===== src/rtl/mult_seq_parity_pkg.sv =====
// Shared definitions for the parity-checked sequential signed multiplier.
// Holds widths, the shift-add iteration count, the FSM state encoding,
// the result payload struct and the operand magnitude helper.
package mult_seq_parity_pkg;

  localparam int unsigned OP_W       = 16;
  localparam int unsigned RES_W      = 32;
  localparam int unsigned MAG_W      = OP_W + 1;
  localparam int unsigned MULT_ITER  = 16;
  localparam int unsigned CNT_W      = 5;

  typedef enum logic [2:0] {
    IDLE  = 3'd0,
    CHECK = 3'd1,
    MULT  = 3'd2,
    SIGN  = 3'd3,
    DONE  = 3'd4
  } state_t;

  // Result payload as presented while result_rdy is high.
  typedef struct packed {
    logic [RES_W-1:0] result;
    logic             result_parity;
    logic             arg_parity_error;
  } result_t;

  // 17-bit magnitude so that -32768 maps to +32768 without overflow.
  function automatic logic [MAG_W-1:0] mag_of(input logic [OP_W-1:0] v);
    logic [MAG_W-1:0] ext;
    ext = {v[OP_W-1], v};
    return v[OP_W-1] ? MAG_W'(-ext) : ext;
  endfunction

endpackage


===== src/rtl/mult_seq_parity_parity_gen.sv =====
// Even-parity generator: XOR reduction of a W-bit word.
// Ports:
//   i_data      W-bit input word
//   o_parity_c  combinational XOR of all i_data bits
module parity_gen #(
  parameter int unsigned W = 16
) (
  input  logic [W-1:0] i_data,
  output logic         o_parity_c
);

  assign o_parity_c = ^i_data;

endmodule


===== src/rtl/mult_seq_parity.sv =====
// Sequential 16x16 signed multiplier with operand parity checking.
// A 0->1 edge on req in IDLE captures the operands; CHECK verifies parity,
// MULT runs a 16-step shift-add on magnitudes, SIGN fixes the sign and
// computes result parity, DONE hands the result out.
// Ports:
//   clk, rst_n           clock, async active-low reset
//   req                  transaction request (rising edge starts)
//   arg_a/arg_b          signed 16-bit operands
//   arg_a/b_parity       even-parity bits of the operands
//   ack                  one-cycle pulse in the CHECK cycle
//   result               signed 32-bit product (0 on parity error)
//   result_parity        XOR of result bits
//   arg_parity_error     operand parity mismatch flag
//   result_rdy           one-cycle pulse, result fields valid while high
module mult_seq_parity
  import mult_seq_parity_pkg::*;
(
  input  logic             clk,
  input  logic             rst_n,
  input  logic             req,
  input  logic [OP_W-1:0]  arg_a,
  input  logic             arg_a_parity,
  input  logic [OP_W-1:0]  arg_b,
  input  logic             arg_b_parity,
  output logic             ack,
  output logic [RES_W-1:0] result,
  output logic             result_parity,
  output logic             arg_parity_error,
  output logic             result_rdy
);

  state_t             r_state;
  logic               r_req_prev;
  logic [OP_W-1:0]    r_a;
  logic [OP_W-1:0]    r_b;
  logic               r_a_par;
  logic               r_b_par;
  logic [CNT_W-1:0]   r_cnt;
  logic [RES_W-1:0]   r_mcand;
  logic [MAG_W-1:0]   r_mplier;
  logic [RES_W-1:0]   r_acc;
  logic               r_neg;
  logic               r_err_pend;

  logic               w_start;
  logic               w_par_a;
  logic               w_par_b;
  logic               w_par_err;
  logic [MAG_W-1:0]   w_mag_a;
  logic [MAG_W-1:0]   w_mag_b;
  logic [RES_W-1:0]   w_signed;
  logic               w_res_par;

  assign w_start   = req & ~r_req_prev;
  assign w_par_err = (w_par_a != r_a_par) | (w_par_b != r_b_par);
  assign w_mag_a   = mag_of(r_a);
  assign w_mag_b   = mag_of(r_b);
  assign w_signed  = r_neg ? RES_W'(-r_acc) : r_acc;

  parity_gen #(.W(OP_W)) u_par_a (
    .i_data     (r_a),
    .o_parity_c (w_par_a)
  );

  parity_gen #(.W(OP_W)) u_par_b (
    .i_data     (r_b),
    .o_parity_c (w_par_b)
  );

  parity_gen #(.W(RES_W)) u_par_res (
    .i_data     (w_signed),
    .o_parity_c (w_res_par)
  );

  // Control FSM, datapath and registered outputs.
  always_ff @(posedge clk or negedge rst_n) begin
    if (!rst_n) begin
      r_state          <= IDLE;
      r_req_prev       <= 1'b0;
      r_a              <= '0;
      r_b              <= '0;
      r_a_par          <= 1'b0;
      r_b_par          <= 1'b0;
      r_cnt            <= '0;
      r_mcand          <= '0;
      r_mplier         <= '0;
      r_acc            <= '0;
      r_neg            <= 1'b0;
      r_err_pend       <= 1'b0;
      ack              <= 1'b0;
      result           <= '0;
      result_parity    <= 1'b0;
      arg_parity_error <= 1'b0;
      result_rdy       <= 1'b0;
    end else begin
      r_req_prev <= req;
      ack        <= 1'b0;
      result_rdy <= 1'b0;

      case (r_state)
        IDLE: begin
          if (w_start) begin
            r_a     <= arg_a;
            r_b     <= arg_b;
            r_a_par <= arg_a_parity;
            r_b_par <= arg_b_parity;
            ack     <= 1'b1;
            r_state <= CHECK;
          end
        end

        CHECK: begin
          if (w_par_err) begin
            r_err_pend <= 1'b1;
            r_state    <= DONE;
          end else begin
            r_mcand  <= RES_W'(w_mag_a);
            r_mplier <= w_mag_b;
            r_acc    <= '0;
            r_cnt    <= '0;
            r_neg    <= r_a[OP_W-1] ^ r_b[OP_W-1];
            r_state  <= MULT;
          end
        end

        // One multiplier bit per cycle, LSB first.
        MULT: begin
          if (r_mplier[0]) begin
            r_acc <= r_acc + r_mcand;
          end
          r_mcand  <= {r_mcand[RES_W-2:0], 1'b0};
          r_mplier <= {1'b0, r_mplier[MAG_W-1:1]};
          r_cnt    <= r_cnt + CNT_W'(1);
          if (r_cnt == CNT_W'(MULT_ITER - 1)) begin
            r_state <= SIGN;
          end
        end

        // Signed result is published on entry to DONE.
        SIGN: begin
          result           <= w_signed;
          result_parity    <= w_res_par;
          arg_parity_error <= 1'b0;
          result_rdy       <= 1'b1;
          r_state          <= DONE;
        end

        // Error results are published on the DONE exit edge, giving the
        // parity-error path its two-edge latency after capture.
        DONE: begin
          if (r_err_pend) begin
            result           <= '0;
            result_parity    <= 1'b0;
            arg_parity_error <= 1'b1;
            result_rdy       <= 1'b1;
          end
          r_err_pend <= 1'b0;
          r_state    <= IDLE;
        end

        default: r_state <= IDLE;
      endcase
    end
  end

endmodule


===== config.mk =====
export PLATFORM = sky130hd
export DESIGN_NAME = mult_seq_parity
export DESIGN_NICKNAME = d
export VERILOG_FILES = /design/src/rtl/mult_seq_parity_pkg.sv /design/src/rtl/mult_seq_parity_parity_gen.sv /design/src/rtl/mult_seq_parity.sv
export SDC_FILE = /design/constraint.sdc
export NUM_CORES = 1
export LEC_CHECK = 0
export CAP_MARGIN = 20
export CORE_MARGIN = 1.5
export CORE_UTILIZATION = 54
export CTS_CLUSTER_SIZE = 25
export DETAILED_ROUTE_END_ITERATION = 8
export PLACE_DENSITY_LB_ADDON = 0.3
export SETUP_SLACK_MARGIN = 0.3
export SLEW_MARGIN = 10
export SYNTH_ARGS = -nofsm -noshare
export SYNTH_HDL_FRONTEND = slang
export SYNTH_SLANG_ARGS = --single-unit
export TNS_END_PERCENT = 50

===== constraint.sdc =====
create_clock -name clk -period 3 [get_ports clk]
set_clock_uncertainty 0.2 [all_clocks]
set_input_delay 0.6 -clock clk [delete_from_list [all_inputs] [get_ports clk]]
set_output_delay 0.6 -clock clk [all_outputs]
set_load 0.01 [all_outputs]

==> reports/qor.txt, run 1 <==
status -> finished with violations
failing checks -> setup timing
Inst Count DP -> 1,396
area taken by multi-input logic gates -> 6020 um2
fin crit period -> 3.18 ns
CP endpoint kind -> flip-flop
CTS root buffer -> clkbuf_16
n_diodes -> 0
critical path class -> reg -> reg
Routed Wire Length -> 27,300 um
Worst Path Max Fanout -> 5
WL/cell -> 18.4 um
RSZ-0062 raised after global routing -> true
vias -> 8,748
nets@finish -> 1,335
share of cells above drive strength 1 -> 26.7%
Synth area leaders -> dfrtp_1 42%, o21ai_0 7.5%, xnor2_1 7.4%
worst min path class -> reg -> reg
FP Rows -> 48
Slew Viols, Final -> 0
vias in the first global route -> 8,319
die height -> 137 um
CTS tree -> done
gr ovfl total -> 0
number of enable flip-flop cells after synthesis -> 0
Slew HR -> 35.2%
detailed-router iteration count before antenna repair -> 5
crit path DAT -> 3.27 ns
post-synth top area share -> 42.0%
Layout Cells excl Fill -> 1,485
cell with the most instances after synthesis -> nand2_1
final core occ -> 76.3%
Netlist cell types -> 64
Mapped Nets -> 1,163
final hold viol count -> 0
total die area -> 18,700 um2
Top FF cell, synth -> dfrtp_1
Initial Util -> 55.6%
setup ws final -> -0.184 ns
fmax -> 314 MHz
initial antenna violation count -> 0
post-synthesis sequential area ratio -> 42.0%
worst slew pin tran -> 0.969 ns
leading area contributor after synthesis -> dfrtp_1
area of the core -> 17,400 um2
sequential cell area -> 4060 um2
max-cap viol count -> 0
Syn Area/Cell -> 8.97 um2
TritonCTS Buffers -> 17
Final period util -> 106%
first-pass GRT wire length -> 41,600 um
clock sink count -> 162
Synth Instances -> 1,075
Clock Tree Buf Depth -> 2
Ys Warns -> 0
CTS H-tree lvls -> 4
final setup vio count -> 7
Synth Cell Area -> 9650 um2
WHS -> 0.276 ns
1st-iter DRT viols -> 604
DR vias/cell -> 5.89
Clock Pin Slew Worst Setup and Hold Paths -> 0.06 ns
GP Congestion -> 0.938
#FFs+latches synth -> 162
Required @ worst endpoint -> 3.09 ns
Boundary Pins -> 73
drt drc -> 0
Skew-Pair Late Insertion Delay -> 0.44 ns
largest net degree at the start of global routing -> 63
IO buf count -> 72
leakage -> 0.00598 uW
Worst Setup Start Kind -> flip-flop
ys async rst share -> 100%
dpl hpwl -> 15,800 um
Routed Antenna Nets -> 0
Die X -> 137 um
Worst Setup Slack post-DPL -> -0.128 ns
maximum VDD drop -> 1.01 mV
Post-synth top cells -> 177 x nand2_1, 162 x dfrtp_1, 144 x o21ai_0
Power Dens Cells -> 1350 nW/um2
area added between synthesis and finish -> 37.3%
total track usage -> 28.6%
FILL cells -> 1,120
-- routing by layer --
metal	GRT usage (%)	vias to the layer above	part of all wire (%)
met5	0	-	0
met4	13.7	0	4.6
met3	4.78	115	5.0
met2	48.5	372	50
met1	35.4	4202	41
li1	-	4059	-
-- timing repair --
item	4_1_cts	5_1_grt
endpoints found under the setup margin	86	95
hold buffers	1	0
hold endpoints to repair	40	0
resized for setup	105	105
buffers inserted	35	15
pin swaps	68	82
gates cloned	6	0
-- through the flow --
step	TNS, ns	instance area [um2]	power (uW)
floorplan	0	9780	9240
global placement	-0.00594	11200	11600
detailed placement	-0.287	11200	11800
CTS	-0.170	12700	16500
global route	-1.87	13300	18800
finish	-0.652	13300	17800
-- cells in the final DEF, fill, tap and decap left out, types with 15 or more instances in the layout --
cell             Yosys  routed
o21ai_1              2      18
xnor2_1             82      71
clkdlybuf4s50_1      0      71
a21oi_1             37      26
dfrtp_1            162     155
nand2_1            177     170
ha_1                50      34
a21o_1              18      18
inv_2                0      17
buf_6                1      15
o21ai_2              1      25
nand3_1             25      21
buf_4                0     109
a221o_1             22      22
o21ai_0            144     101
nor2_1              53      49
inv_1               54      36
ha_4                 0      15
xor2_1              47      43
clkbuf_16            0      17
-- kinds of logic (layout without fill, tap and decap cells) --
family	Yosys count	count (layout)	share of synthesized area [%]
multiplexers	5	5	0.558
flip-flops	162	162	42.0
AO/OA/AOI/OAI	282	282	18.1
AND/OR/NAND/NOR	333	333	16.1
buffers and inverters	111	296	4.47
XOR/XNOR	131	131	12.1
adder cells (fa/ha/maj)	51	51	6.69
-- sequential cells by signal, indices dropped and copies added, names as in the netlist --
| name | flops |
|---|---|
| r_a_par | 1 |
| r_req_prev | 1 |
| r_mcand | 32 |
| r_mplier | 17 |
| result | 32 |
| result_parity | 1 |
| r_a | 16 |
| result_rdy | 1 |
| ack | 1 |
| r_b_par | 1 |
| arg_parity_error | 1 |
| r_err_pend | 1 |
| r_cnt | 5 |
| r_neg | 1 |
| r_b | 16 |
| r_state | 3 |
| r_acc | 32 |
-- worst max-delay path, stage by stage, from the launching register on --
cell and delay [ns]:
dfrtp_1 0.51, ha_4 0.28, a21o_1 0.18, a21o_1 0.17, a21oi_1 0.22, o21ai_0 0.15
a21oi_1 0.28, nor2_1 0.09, a221o_1 0.36, a211oi_2 0.26, o21bai_1 0.13, xnor2_1 0.15
a21oi_1 0.08
-- cell type report --
cell class | count | area share [%]
clock inverter | 13 | 1.56
inverter | 54 | 1.57
timing repair buffer | 210 | 15.3
multi-input combinational | 802 | 45.4
clock buffer | 19 | 3.34
sequential | 162 | 30.7
tap | 225 | 2.12
-- where the power goes --
part | total (uW) | internal, uW | switching (uW)
sequential | 3590 | 2900 | 692
combinational | 11800 | 5970 | 5860
clock | 2420 | 1500 | 922
-- final timing paths --
check / to / cells past startpoint / start / slack, ns
max reg2reg: r_acc[28]$_DFFE_PN0P_ / 12 / r_acc[11]$_DFFE_PN0P_ / -0.18
min in group asynchronous: r_mcand[28]$_DFFE_PN0P_ / 2 / rst_n / 0.45
max in group asynchronous: r_acc[1]$_DFFE_PN0P_ / 3 / rst_n / 1.41
min: result[29]$_DFFE_PN0P_ / 2 / result[29]$_DFFE_PN0P_ / 0.28
max: r_acc[28]$_DFFE_PN0P_ / 12 / r_acc[11]$_DFFE_PN0P_ / -0.18
min reg2reg: result[29]$_DFFE_PN0P_ / 2 / result[29]$_DFFE_PN0P_ / 0.28
(Power assumes the default switching activity.)
==> run 2: changes to the inputs <==
- CTS_CLUSTER_DIAMETER: not set -> 80
- RECOVER_POWER: not set -> 50
==> run 2 against run 1 <==
Compared with the run above: the flow still finishes with violations (setup timing); sequential share of layout area increased by 0.10 points; final area shrank 0.34%; global-route usage unchanged; highest routed layer unchanged.
==> reports/qor.txt, run 2 (same netlist as run 1, synthesis figures left out) <==
leakage -> 0.00597 uW (was 0.00598 uW)
CP top delay family -> compound AO/OA/AOI/OAI gates (unchanged)
critical path class -> reg -> reg (unchanged)
cell repeated most along the worst path -> a21oi_1 (unchanged)
CP max stage delay -> 0.50 ns (was 0.51 ns)
n_diodes -> 0 (unchanged)
Worst Path Max Fanout -> 5 (unchanged)
1st-iter DRT viols -> 654 (was 604)
drt drc -> 0 (unchanged)
CTS tree -> done (unchanged)
crit path DAT -> 3.25 ns (was 3.27 ns)
Routed Antenna Nets -> 0 (unchanged)
Power Dens Cells -> 1350 nW/um2 (about the same)
IO buf count -> 72 (unchanged)
CTS H-tree lvls -> 4 (unchanged)
worst min path class -> reg -> reg (unchanged)
die height -> 137 um (unchanged)
fin crit period -> 3.17 ns (was 3.18 ns)
nets@finish -> 1,335 (unchanged)
Die X -> 137 um (unchanged)
dpl hpwl -> 15,800 um (unchanged)
Pwr Total -> 17,800 uW (about the same)
status -> finished with violations (unchanged)
Worst Setup Start Kind -> flip-flop (unchanged)
final hold viol count -> 0 (unchanged)
Routed Wire Length -> 27,300 um (about the same)
Crit path buffers/inverters -> 0 (unchanged)
Clock Tree Buf Depth -> 2 (unchanged)
FP Rows -> 48 (unchanged)
WL/cell -> 18.4 um (about the same)
max-cap viol count -> 0 (unchanged)
final setup vio count -> 8 (was 7)
most frequent cells in the layout -> 170 x nand2_1, 155 x dfrtp_1, 107 x buf_4 (was 170 x nand2_1, 155 x dfrtp_1, 109 x buf_4)
Initial Util -> 55.6% (unchanged)
Skew-Pair Late Insertion Delay -> 0.44 ns (about the same)
Final period util -> 106% (about the same)
CP endpoint kind -> flip-flop (unchanged)
TritonCTS Buffers -> 17 (unchanged)
Layout Cells excl Fill -> 1,485 (unchanged)
largest net degree at the start of global routing -> 63 (unchanged)
Slew Viols, Final -> 0 (unchanged)
total die area -> 18,700 um2 (unchanged)
setup ws final -> -0.169 ns (was -0.184 ns)
FILL cells -> 1,126 (was 1,120)
Worst path slowest cell -> dfrtp_1 (unchanged)
vias in the first global route -> 8,319 (unchanged)
first-pass GRT wire length -> 41,600 um (unchanged)
detailed-router iteration count before antenna repair -> 5 (unchanged)
Inst Count DP -> 1,396 (unchanged)
biggest regs -> r_acc x32, r_mcand x32, result x32 (unchanged)
CTS root buffer -> clkbuf_16 (unchanged)
vias -> 8,732 (was 8,748)
worst-path cell chain -> ha_4 > a21o_1 > a21o_1 > a21oi_1 > o21ai_0 > a21oi_1 > nor2_1 > a221o_1 > a211oi_2 > o21bai_1 > xnor2_1 > a21oi_1 (unchanged)
failing checks -> setup timing (unchanged)
share of cells above drive strength 1 -> 26.6% (was 26.7%)
Boundary Pins -> 73 (unchanged)
initial antenna violation count -> 0 (unchanged)
total track usage -> 28.6% (unchanged)
maximum VDD drop -> 1.01 mV (about the same)
Required @ worst endpoint -> 3.08 ns (was 3.09 ns)
clock sink count -> 162 (unchanged)
RSZ-0062 raised after global routing -> true (unchanged)
GP Congestion -> 0.938 (unchanged)
area added between synthesis and finish -> 36.9% (was 37.3%)
gr ovfl total -> 0 (unchanged)
worst slew pin tran -> 1.00 ns (was 0.969 ns)
Clock Pin Slew Worst Setup and Hold Paths -> 0.06 ns (about the same)
Slew HR -> 33.1% (was 35.2%)
Worst Setup Slack post-DPL -> -0.128 ns (unchanged)
commonest non-fill, non-tap cell in the layout -> nand2_1 (unchanged)
DR vias/cell -> 5.88 (was 5.89)
fmax -> 316 MHz (was 314 MHz)
area of the core -> 17,400 um2 (unchanged)
## run 2: cell types whose count changed in the layout (fill, tap and decap cells not counted), sizes merged
cell           change
clkdlybuf4s50      -1
dlygate4sd3        +1
clkbuf             +5
buf                -5
## run 2: what timing repair did
action	in CTS	in global routing
endpoints found under the setup margin	86	95
resized for setup	105	105
hold endpoints to repair	40	0
cloned	6	0
hold buffers	1	0
buffers inserted	35	15
pin swaps	68	82
## run 2: layout make-up
| cell class | instances | area [um2] | area share (%) |
|---|---|---|---|
| clock inverters | 13 | 206 | 1.56 |
| flip-flops and latches | 162 | 4060 | 30.8 |
| clock buffers | 19 | 443 | 3.35 |
| inverters | 54 | 208 | 1.57 |
| well taps | 225 | 282 | 2.13 |
| multi-input cells | 802 | 6010 | 45.5 |
| repair buffers | 210 | 1990 | 15.1 |
## run 2: metal layers
layer | part of all wire [%] | global-route usage [%] | vias to the layer above
met4 | 4.5 | 13.7 | 0
met5 | 0 | 0 | -
met2 | 50 | 48.5 | 364
met3 | 5.0 | 4.78 | 108
met1 | 41 | 35.4 | 4198
li1 | - | - | 4062
## run 2: power breakdown
part	switching [uW]	total, uW	internal (uW)
clock	916	2420	1500
sequential	690	3590	2900
combinational	5860	11800	5960
total	7470	17800	10400
## run 2: worst min-delay path, delay by kind of cell, from the launching register on
family | cells | cell delay [ns]
flops | 1 | 0.34
compound gates | 1 | 0.06
simple gates | 1 | 0.04
## run 2: final timing paths
kind,slack (ns),to,depth (start not counted),start
min in group asynchronous,0.68,r_mcand[28]$_DFFE_PN0P_,2,rst_n
worst max register to register,-0.17,r_acc[28]$_DFFE_PN0P_,12,r_acc[11]$_DFFE_PN0P_
max in group asynchronous,0.44,r_b[13]$_DFFE_PN0P_,3,rst_n
worst min-delay path,0.28,result[29]$_DFFE_PN0P_,2,result[29]$_DFFE_PN0P_
worst min register to register,0.28,result[29]$_DFFE_PN0P_,2,result[29]$_DFFE_PN0P_
worst max-delay path,-0.17,r_acc[28]$_DFFE_PN0P_,12,r_acc[11]$_DFFE_PN0P_
## run 2: stage by stage
step | hold WS [ns] | TNS, ns | util, % | area, um2
after CTS | 0.283 | -0.170 | 73.4 | 12700
after detailed placement | 0.269 | -0.287 | 64.7 | 11200
final | 0.276 | -0.597 | 76.1 | 13200
after floorplan | 0.104 | 0 | - | 9780
after global placement | 0.261 | -0.00594 | 64.7 | 11200
after global routing | 0.301 | -1.87 | 76.1 | 13200
==> run 3: changes to the inputs <==
- CORE_UTILIZATION: 54 -> 46
- SLEW_MARGIN: 10 -> not set
==> run 3 against run 2 <==
Compared with the run above: combinational power about the same; critical endpoint is now result_parity$_DFFE_PN0P_; sequential cell count unchanged; the flow finishes with violations (capacitance limit, slew limit, setup timing); critical path depth unchanged; hold slack worse by 0.0020 ns.
==> reports/qor.txt, run 3 (same netlist as run 1, synthesis figures left out) <==
dpl hpwl -> 15,700 um (was 15,800 um)
total track usage -> 22.6% (was 28.6%)
CP max stage delay -> 0.45 ns (was 0.50 ns)
met2 routed WL -> 12,700 um (was 13,600 um)
IO buf count -> 72 (unchanged)
CP endpoint kind -> flip-flop (unchanged)
WL/cell -> 16.5 um (was 18.4 um)
worst slew pin tran -> 1.69 ns (was 1.00 ns)
n_diodes -> 0 (unchanged)
setup_tns -> -0.187 ns (was -0.597 ns)
leakage -> 0.00603 uW (was 0.00597 uW)
Clock Pin Slew Worst Setup and Hold Paths -> 0.06 ns (about the same)
FP Rows -> 52 (was 48)
Routed Wire Length -> 25,500 um (was 27,300 um)
Slew HR -> -12.7% (was 33.1%)
fin crit period -> 3.11 ns (was 3.17 ns)
Routed Antenna Nets -> 0 (unchanged)
FILL cells -> 1,578 (was 1,126)
Worst Path Max Fanout -> 4 (was 5)
status -> finished with violations (unchanged)
critical path class -> reg -> reg (unchanged)
worst-path cell chain -> inv_2 > ha_4 > nor3b_4 > nand4_2 > or3_4 > o41ai_4 > xor2_2 > xor2_1 > xnor2_1 > xnor2_2 > xnor2_1 > o21ai_1 (was ha_4 > a21o_1 > a21o_1 > a21oi_1 > o21ai_0 > a21oi_1 > nor2_1 > a221o_1 > a211oi_2 > o21bai_1 > xnor2_1 > a21oi_1)
worst min path class -> reg -> reg (unchanged)
Worst Hold Depth -> 2 (unchanged)
drt drc -> 0 (unchanged)
final core occ -> 66.1% (was 76.1%)
cell repeated most along the worst path -> xnor2_1 (was a21oi_1)
CTS tree -> done (unchanged)
Boundary Pins -> 73 (unchanged)
WL met3 -> 1030 um (was 1370 um)
initial antenna violation count -> 0 (unchanged)
max-cap viol count -> 1 (was 0)
Crit path buffers/inverters -> 1 (was 0)
final hold viol count -> 0 (unchanged)
largest net degree at the start of global routing -> 56 (was 63)
Slew Viols, Final -> 32 (was 0)
Initial Util -> 47.2% (was 55.6%)
CP top delay family -> XOR/XNOR gates (was compound AO/OA/AOI/OAI gates)
worst hold path startpoint -> result[19]$_DFFE_PN0P_ (was result[29]$_DFFE_PN0P_)
TritonCTS Buffers -> 17 (unchanged)
Worst R2R Start -> r_acc[1]$_DFFE_PN0P_ (was r_acc[11]$_DFFE_PN0P_)
total die area -> 21,900 um2 (was 18,700 um2)
Layout Cells excl Fill -> 1,544 (was 1,485)
commonest non-fill, non-tap cell in the layout -> nand2_1 (unchanged)
Skew-Pair Late Insertion Delay -> 0.43 ns (was 0.44 ns)
setup ws final -> -0.112 ns (was -0.169 ns)
Max Used Layer -> met4 (unchanged)
gr ovfl total -> 0 (unchanged)
Required @ worst endpoint -> 3.10 ns (was 3.08 ns)
nets@finish -> 1,350 (was 1,335)
DR vias/cell -> 5.45 (was 5.88)
GP Congestion -> 0.869 (was 0.938)
area added between synthesis and finish -> 40.0% (was 36.9%)
biggest regs -> r_acc x32, r_mcand x32, result x32 (unchanged)
Worst Setup Start Kind -> flip-flop (unchanged)
final setup vio count -> 3 (was 8)
1st-iter DRT viols -> 518 (was 654)
Inst Count DP -> 1,443 (was 1,396)
reg-to-reg endpoint -> result_parity$_DFFE_PN0P_ (was r_acc[28]$_DFFE_PN0P_)
maximum VDD drop -> 0.799 mV (was 1.01 mV)
Worst path slowest cell -> dfrtp_2 (was dfrtp_1)
M1 WL -> 11,100 um (about the same)
detailed-router iteration count before antenna repair -> 5 (unchanged)
worst reg2reg path depth -> 12 (unchanged)
share of cells above drive strength 1 -> 28.2% (was 26.6%)
die height -> 148 um (was 137 um)
CTS H-tree lvls -> 4 (unchanged)
failing checks -> capacitance limit, slew limit, setup timing (was setup timing)
most frequent cells in the layout -> 173 x nand2_1, 158 x dfrtp_1, 111 x buf_4 (was 170 x nand2_1, 155 x dfrtp_1, 107 x buf_4)
Final period util -> 104% (was 106%)
source of the critical timing path -> r_acc[1]$_DFFE_PN0P_ (was r_acc[11]$_DFFE_PN0P_)
fmax -> 321 MHz (was 316 MHz)
CTS root buffer -> clkbuf_16 (unchanged)
first-pass GRT wire length -> 39,600 um (was 41,600 um)
RSZ-0062 raised after global routing -> true (unchanged)
Die X -> 148 um (was 137 um)
reg2reg setup slack -> -0.11 ns (was -0.17 ns)
Clock Tree Buf Depth -> 2 (unchanged)
vias -> 8,410 (was 8,732)
crit path DAT -> 3.21 ns (was 3.25 ns)
Hold EP -> result[19]$_DFFE_PN0P_ (was result[29]$_DFFE_PN0P_)
Power Dens Cells -> 1290 nW/um2 (was 1350 nW/um2)
area of the core -> 20,400 um2 (was 17,400 um2)
clock sink count -> 162 (unchanged)
vias in the first global route -> 7,929 (was 8,319)
## run 3: cell types whose count changed in the layout (fill, tap and decap cells not counted), moves of 6 or more
| cell | delta |
|---|---|
| buf_6 | +8 |
| nor2_4 | +18 |
| nand3_1 | -12 |
| nand3_2 | +10 |
| o21ai_1 | +10 |
| o21ai_2 | -11 |
| nand2_4 | -6 |
| nor2_1 | -18 |
## run 3: worst max-delay path by stage
stage                                           end  slack [ns]  cells after the start
final                     result_parity$_DFFE_PN0P_       -0.11                     12
after global routing      result_parity$_DFFE_PN0P_       -0.31                     12
after CTS                 result_parity$_DFFE_PN0P_       -0.06                      9
after detailed placement  result_parity$_DFFE_PN0P_       -0.14                     12
after global placement    result_parity$_DFFE_PN0P_       -0.04                      9
after floorplan           result_parity$_DFFE_PN0P_        0.02                     10
## run 3: worst reg2reg max path: stages (launching register included)
cell and delay, ns:
dfrtp_2 0.45, inv_2 0.10, ha_4 0.13, nor3b_4 0.22
nand4_2 0.13, or3_4 0.40, o41ai_4 0.36, xor2_2 0.22
xor2_1 0.20, xnor2_1 0.21, xnor2_2 0.16, xnor2_1 0.14
o21ai_1 0.09
## run 3: repair_timing
| item | in CTS | in global routing |
|---|---|---|
| gates cloned | 6 | 2 |
| hold buffers | 1 | 0 |
| endpoints found under the hold margin | 27 | 0 |
| endpoints found under the setup margin | 78 | 74 |
| setup buffers | 44 | 17 |
| gates resized for setup | 123 | 118 |
| pin swaps | 50 | 78 |
## run 3: per-layer routing
| layer | global-route usage, % | up-vias |
|---|---|---|
| met1 | 30.1 | 4045 |
| met5 | 0 | - |
| met2 | 37.9 | 222 |
| met3 | 3.64 | 52 |
| met4 | 6.53 | 0 |
| li1 | - | 4091 |
## run 3: per-stage QoR
stage	area (um2)	hold slack (ns)	power, uW	setup WS, ns
finish	13500	0.274	17400	-0.112
global route	13500	0.298	18600	-0.305
CTS	12900	0.282	16100	-0.0561
detailed placement	11300	0.269	11800	-0.141
global placement	11300	0.256	11600	-0.0396
floorplan	9780	0.104	9240	0.0226
## run 3: report_power, final
group,internal [uW],switching (uW),total (uW)
clock network,1350,931,2280
logic,5910,5690,11600
registers,2890,673,3570
total,10100,7300,17400
## run 3: cell type report
cell class | instances | area [um2] | area share [%]
well taps | 270 | 338 | 2.50
multi-input cells | 802 | 6110 | 45.2
inverters | 54 | 203 | 1.50
clock inverters | 12 | 170 | 1.26
flip-flops and latches | 162 | 4060 | 30.1
repair buffers | 225 | 2180 | 16.2
clock buffers | 19 | 443 | 3.28
